==> config.mk <==
export PLATFORM = sky130hd
export DESIGN_NAME = fft_frame_ctrl
export DESIGN_NICKNAME = d
export VERILOG_FILES = /design/src/rtl/fft_pkg.sv /design/src/rtl/fft_watchdog.sv /design/src/rtl/fft_frame_ctrl.sv
export SDC_FILE = /design/constraint.sdc
export NUM_CORES = 1
export LEC_CHECK = 0
export CORE_MARGIN = 2
export CORE_UTILIZATION = 30
export DETAILED_ROUTE_END_ITERATION = 6
export DONT_BUFFER_PORTS = 1
export GPL_TIMING_DRIVEN = 0
export PLACE_DENSITY = 0.51
export SLEW_MARGIN = 20
export SYNTH_ARGS = -nofsm -noshare
export SYNTH_HDL_FRONTEND = slang
export SYNTH_SLANG_ARGS = --single-unit
export TNS_END_PERCENT = 5
==> constraint.sdc <==
create_clock -name clk -period 4.45 [get_ports clk]
set_input_delay 0.89 -clock clk [delete_from_list [all_inputs] [get_ports clk]]
set_output_delay 0.89 -clock clk [all_outputs]
set_load 0.05 [all_outputs]
==> src/rtl/fft_pkg.sv <==
// Shared types for the FFT frame sequencer: controller state encoding and
// the point-count helper used to size the sample/bin counter.
package fft_pkg;

  typedef enum logic [1:0] {
    IDLE    = 2'd0,
    LOAD    = 2'd1,
    COMPUTE = 2'd2,
    DRAIN   = 2'd3
  } fft_state_t;

  localparam int DEF_N_2 = 5;

  function automatic int fft_points(input int n_2);
    return 1 << n_2;
  endfunction

endpackage

==> src/rtl/fft_watchdog.sv <==
// Compute-phase watchdog: counts enabled cycles and flags expiry once the
// count reaches TIMEOUT-1. It saturates there until cleared.
module fft_watchdog #(
  parameter int TIMEOUT = 1024
) (
  input  logic clk,
  input  logic reset,
  input  logic i_clr,
  input  logic i_en,
  output logic o_expire
);

  localparam int CW = (TIMEOUT > 2) ? $clog2(TIMEOUT) : 1;
  localparam logic [CW-1:0] LAST = CW'(TIMEOUT - 1);

  logic [CW-1:0] r_wdog;

  always_ff @(posedge clk) begin
    if (reset || i_clr) begin
      r_wdog <= '0;
    end else if (i_en && !o_expire) begin
      r_wdog <= r_wdog + 1'b1;
    end
  end

  assign o_expire = (r_wdog == LAST);

endmodule

==> src/rtl/fft_frame_ctrl.sv <==
// Frame sequencer for the radix-2 FFT datapath: loads N samples, holds the
// compute enable until done (or watchdog expiry), then drains N bins.
module fft_frame_ctrl
  import fft_pkg::*;
#(
  parameter int width   = 16,
  parameter int N_2     = DEF_N_2,
  parameter int TIMEOUT = 1024
) (
  input  logic               clk,
  input  logic               reset,
  input  logic               run,
  input  logic               s_valid,
  output logic               s_ready,
  input  logic [width-1:0]   s_data,
  output logic               fft_load,
  output logic [width-1:0]   fft_rd,
  output logic               fft_start,
  input  logic               fft_done,
  output logic [N_2-1:0]     out_adr,
  input  logic [2*width-1:0] fft_wd,
  output logic               m_valid,
  input  logic               m_ready,
  output logic [2*width-1:0] m_data,
  output logic [N_2-1:0]     m_idx,
  output logic               m_last,
  output logic               busy,
  output logic               err,
  output logic [15:0]        frames,
  output fft_state_t         dbg_state
);

  localparam int N = fft_points(N_2);
  // One extra bit so the terminal value N-1 never aliases with a wrapped 0.
  localparam logic [N_2:0] CNT_LAST = (N_2 + 1)'(N - 1);

  fft_state_t     r_state;
  logic [N_2:0]   r_cnt;
  logic [15:0]    r_frames;
  logic           r_err;

  logic w_accept;
  logic w_bin_hs;
  logic w_cnt_last;
  logic w_expire;
  logic w_wdog_clr;
  logic w_wdog_en;

  // Both ports use plain valid/ready: a transfer happens in any cycle where
  // valid and ready are both high; ready here is decoded from registered state.
  assign w_accept   = s_valid && (r_state == LOAD);
  assign w_bin_hs   = m_ready && (r_state == DRAIN);
  assign w_cnt_last = (r_cnt == CNT_LAST);
  assign w_wdog_en  = (r_state == COMPUTE);
  assign w_wdog_clr = (r_state != COMPUTE) || fft_done;

  fft_watchdog #(
    .TIMEOUT (TIMEOUT)
  ) u_wdog (
    .clk      (clk),
    .reset    (reset),
    .i_clr    (w_wdog_clr),
    .i_en     (w_wdog_en),
    .o_expire (w_expire)
  );

  always_ff @(posedge clk) begin
    if (reset) begin
      r_state  <= IDLE;
      r_cnt    <= '0;
      r_frames <= '0;
      r_err    <= 1'b0;
    end else begin
      case (r_state)
        IDLE: begin
          if (run && !r_err) r_state <= LOAD;
        end
        LOAD: begin
          if (w_accept) begin
            if (w_cnt_last) begin
              r_cnt   <= '0;
              r_state <= COMPUTE;
            end else begin
              r_cnt <= r_cnt + 1'b1;
            end
          end
        end
        COMPUTE: begin
          // A done on the expiry cycle still counts as a successful compute.
          if (fft_done) begin
            r_state <= DRAIN;
          end else if (w_expire) begin
            r_err   <= 1'b1;
            r_state <= IDLE;
          end
        end
        DRAIN: begin
          if (w_bin_hs) begin
            if (w_cnt_last) begin
              r_cnt    <= '0;
              r_frames <= r_frames + 16'd1;
              r_state  <= run ? LOAD : IDLE;
            end else begin
              r_cnt <= r_cnt + 1'b1;
            end
          end
        end
        default: r_state <= IDLE;
      endcase
    end
  end

  assign s_ready   = (r_state == LOAD);
  assign fft_load  = w_accept;
  assign fft_rd    = s_data;
  assign fft_start = (r_state == COMPUTE);
  assign out_adr   = r_cnt[N_2-1:0];
  assign m_valid   = (r_state == DRAIN);
  assign m_data    = fft_wd;
  assign m_idx     = r_cnt[N_2-1:0];
  assign m_last    = (r_state == DRAIN) && w_cnt_last;
  assign busy      = (r_state != IDLE);
  assign err       = r_err;
  assign frames    = r_frames;
  assign dbg_state = r_state;

endmodule

==> metrics.yaml <==
worstPathArrival_ns: 2.76
die-width_um: 89.0
wirelength_um: 4720
clock-root-buffer: "clkbuf_8"
power_w: 0.000695
leakagePower_nw: 0.902
synth-xor-area-share_pct: 5.66
syn_area_um2: 2170
dr.pass1.iters: 4
rsz0062_at_grt: "no"
hold_depth: 1
p_sw_w: 0.000235
ctsHoldBuffers: 0
synth_nets: 325
setup_viol: 0
synthSimpleGateAreaFrac_pct: 25.6
ios: 137
clockBufferDepth: 2
antenna_found_initial: 0
run_status: "finished, final reports clean"
synthDistinctLibCells: 42
initial_utilization_pct: 31.4
layout_common_cells: "58 x buf_4, 35 x dfxtp_1, 23 x nor2_1"
drc: 0
clockPowerShare_pct: 32.6
worst_clock_skew_ns: 0.0102
internal-power_w: 0.000461
cts_tree: "yes"
rows: 30
hold_viol: 0
ant_nets: 0
cap_violations: 0
critPathCaptureType: "output pin"
instances_no_fill: 372
crit_required_ns: 3.56
crit_fanout: 10
grt_max_degree: 11
cellPowerDensity_nw_per_um2: 293
seq_area_frac_synth_pct: 32.3
insertion_delay_ns: 0.29
synth_top_cell_by_area: "dfxtp_1"
seqPwrFrac_pct: 46.0
synth-compound-area-share_pct: 8.78
critPathLaunchType: "flip-flop"
synth_edf_count: 0
syn_area_per_cell_um2: 8.09
synth_ff_type: "dfxtp_1"
post_cts_buffers: 0
clk_pin_slew_ns: 0.07
syn_inst: 268
yosys_warnings: 0
rr_worst_depth: 4
dp_hpwl_um: 3590
drive_gt1_share_pct: 25.7
tightest_slew_ns: 1.06
area_growth_pct: 9.53
fin_crit_ns: 3.65
fmax_mhz: 274
fillCellCount: 764
die_area_um2: 7920
core-area_um2: 6910
max-vdd-ir-drop_uv: 98.8
final_common_cell: "buf_4"
fin_nets: 332
wire_per_inst_um: 12.7
p_comb_share_pct: 21.4
maxSlewViolCount: 0
synth_top_family_by_area: "simple AND/OR/NAND/NOR gates"
cts-resized-gates: 0
grt_pass1_vias: 1428
ys_ff_latch: 35
relSlewSlack_pct: 29.1
crit_type: "flip-flop to output pin"
tns_ns: 0
h-tree-depth: 2
synthTopCellsByArea: "dfxtp_1 32%, buf_4 20%, nor2_1 4.0%"
synth_top_area_share_pct: 32.3
cts_sinks: 35
grt_first_pass_wirelength_um: 7040
hp-class: "flip-flop to flip-flop"
diodes: 0
io_buffers: 0
grt_use_total_pct: 11.4
finalCritPeriodShare_pct: 82.1
gp_congestion: 0.714
dp.cells: 364
synthMuxAreaShare_pct: 2.83
drt_iter0_drc: 48
numCtsBuffers: 5
async_reset_ff_share_pct: 0
die_h_um: 89.0
grt-ovfl-total: 0
power_switching_share_pct: 33.8
via_count: 1798
synthAdderAreaFrac_pct: 1.73
via_per_inst: 4.83
routing by layer:
layer | up-vias | track usage, % | share of wire, %
met5 | - | 0 | 0
met4 | 0 | 4.88 | 1.8
met3 | 6 | 3.97 | 9.6
met2 | 86 | 18.7 | 47
met1 | 823 | 13.7 | 41
li1 | 883 | - | -
cells by family after synthesis:
kind of cell	after synthesis
AND/OR/NAND/NOR	102
XOR/XNOR	14
flip-flops	35
buffers and inverters	75
AO/OA/AOI/OAI	33
multiplexers	6
adder cells (fa/ha/maj)	3
critical path, stage by stage, from the launching register on:
cell	delay, ns
dfxtp_1	0.78
clkbuf_1	0.39
and2_1	0.52
nor3b_2	0.78
flip-flops by register name (all words and copies together) (netlist names):
register	cells
dbg_state	2
err	1
frames	16
r_cnt	6
u_wdog.r_wdog	10
per-stage QoR:
step                      setup WS (ns)  cell area, µm²  hold WS [ns]  util, %
after detailed placement           1.09            2290         0.486     33.2
after floorplan                   0.845            2170         0.460        -
final                             0.796            2370         0.500     34.4
after global placement            0.590            2290         0.478     33.1
after global routing              0.684            2370         0.524     34.4
after CTS                         0.767            2370         0.503     34.4
worst paths after layout:
check / from / end / slack, ns
worst max-delay path: dbg_state[0] / m_last / 0.80
worst min-delay path: u_wdog.r_wdog[2] / u_wdog.r_wdog[2] / 0.50
worst max register to register: dbg_state[1] / u_wdog.r_wdog[3] / 1.58
worst min register to register: u_wdog.r_wdog[2] / u_wdog.r_wdog[2] / 0.50
power groups by stage:
stage	registers (W)	clock network [W]	logic (W)
6_report	0.000320	0.000227	0.000149
5_1_grt	0.000320	0.000247	0.000155
4_1_cts	0.000320	0.000234	0.000150
3_5_place_dp	0.000327	0	0.000150
3_3_place_gp	0.000327	0	0.000150
2_1_floorplan	0.000326	0	0.000144
synth_stat cells (2+ instances only):
library cell	n
and2_1	4
nor2_1	23
mux2i_1	5
nand4_1	7
buf_4	58
nand2_1	19
xnor2_1	7
and3_1	3
ha_1	3
clkbuf_1	7
o211ai_1	3
or3_1	7
xor2_1	7
nor3_1	9
nor4_1	5
o21ai_0	9
nand2b_1	2
inv_1	8
a21oi_1	15
dfxtp_1	35
or4_1	3
nand3_1	9
layout make-up:
class                      instances  area, µm²  area share [%]
sequential                        35        701            29.5
tap                               96        120            5.06
inverter                           8       30.0            1.27
clock inverter                     1       5.00           0.211
clock buffer                       7       76.3            3.22
multi-input combinational        158        971            40.9
buffer                            67        470            19.8
Note: power is estimated with default switching activity, not from simulation.
==> edit (same flow settings) <==
`TIMEOUT` is set to 1024 in 2 places; all go to 4096.
--- a/src/rtl/fft_watchdog.sv
+++ b/src/rtl/fft_watchdog.sv
@@ -3,3 +3,3 @@
 module fft_watchdog #(
-  parameter int TIMEOUT = 1024
+  parameter int TIMEOUT = 4096
 ) (
--- a/src/rtl/fft_frame_ctrl.sv
+++ b/src/rtl/fft_frame_ctrl.sv
@@ -7,3 +7,3 @@
   parameter int N_2     = DEF_N_2,
-  parameter int TIMEOUT = 1024
+  parameter int TIMEOUT = 4096
 ) (
Formal check against the unedited RTL: no difference found for any inputs over 10 cycles, from zero or initial values and one cycle with reset high; that may be too few to reach the edited logic, so the function may still have changed.
==> edit against the unedited design <==
Setup slack got worse by 0.074 ns; sequential cell count is 2 higher; wire length rose by 7.1%; worst hold slack improved by 0.029 ns; power increased by 4.0%; critical path type unchanged; area after synthesis increased by 7.5%; via count increased by 7.9%; cell area is 7.2% higher; sequential power is 6% higher; clock power up 5%; clock skew is 0.0054 ns lower.
==> edit: results (changes against the unedited design) <==
status -> completed
share of post-route cells with drive strength above 1 -> 24.7% (-1.1 points)
met2 wire length -> 2210 µm (-1.3%)
synth top area cells -> dfxtp_1, buf_4, nor2_1, xnor2_1, nand3_1
met2 Use GR -> 17.3% (-1.4 points)
RePlAce Congestion -> 0.749 (+4.8%)
worst slew pin tran -> 0.957 ns (-0.104 ns)
Worst EP arrival -> 2.84 ns (+0.08 ns)
GR Util All Layers -> 11.3% (-0.10 points)
r2r worst-path depth -> 5 (+1)
sequential fraction of the synthesis area -> 31.8% (-0.54 points)
Peak VDD IR -> 0.000131 V (+33%)
Hold Crit Depth -> 2 (+1)
placed inst area -> 2460 µm² (+7.2%)
DP Wirelength -> 3770 µm (+4.9%)
Max stage delay on crit path -> 0.82 ns (+0.04 ns)
met3 Use GR -> 3.53% (-0.44 points)
number of global-route vias before repair -> 1,652 (+16%)
detail-routed via count per cell -> 4.97 (+2.9%)
critical path's slowest cell -> nor2b_1
Clock Skew -> 0.00477 ns (-0.00544 ns)
met3 wire len -> 493 µm (+8.8%)
R2R Setup Slk -> 2.18 ns (+0.60 ns)
commonest cells in the netlist -> buf_4, dfxtp_1, nor2_1
Starting DRT DRC Count -> 67 (+40%)
syn nets -> 338 (+4.0%)
Nets -> 345 (+3.9%)
met1 Usage GRT -> 15.2% (+1.5 points)
## edit: report_power, final
| part | leakage [nW] | total [mW] | switching [mW] | internal (mW) |
|---|---|---|---|---|
| Sequential | 0.298 | 0.338 | 0.00518 | 0.333 |
| Combinational | 0.636 | 0.148 | 0.111 | 0.0364 |
| Clock | 0.0443 | 0.238 | 0.115 | 0.123 |
## edit: per-stage QoR
stage               setup WS, ns  cells
floorplan                   1.21    281
detailed placement          1.03    383
global route               0.594    390
finish                     0.721    390
CTS                        0.713    390
global placement            1.01    383
## edit: kinds of logic (layout without fill, tap and decap cells)
kind of cell | Yosys count | in the layout | share of synthesized area, %
and+or+nand+nor | 104 | 104 | 25.4
muxes | 6 | 6 | 2.69
AOI/OAI and AO/OA | 34 | 34 | 9.77
xor gates and xnor gates | 16 | 16 | 6.01
buffers and inverters | 81 | 88 | 22.7
DFF | 37 | 37 | 31.8
adders and majority gates | 3 | 3 | 1.61
## edit: tightest hold or removal path, stage by stage (launching register included)
cell     delay, ns
dfxtp_1       0.35
nand2_1       0.07
a21oi_1       0.06
## edit: worst paths after layout
path                                                start                       to
worst min register to register      r_cnt[1]$_SDFFE_PP0P_    r_cnt[1]$_SDFFE_PP0P_
worst max register to register     frames[3]$_SDFFE_PP0P_  frames[14]$_SDFFE_PP0P_
worst max-delay path            dbg_state[0]$_SDFFE_PP0P_                 fft_load
worst min-delay path                r_cnt[1]$_SDFFE_PP0P_    r_cnt[1]$_SDFFE_PP0P_
## edit: layout make-up
type                    count  area, µm²
inverters                   7       26.3
plain buffers              74        503
multi-input cells         163       1060
clock buffers               7       86.3
well taps                 102        128
flip-flops and latches     37        741
fillers                   821       5060
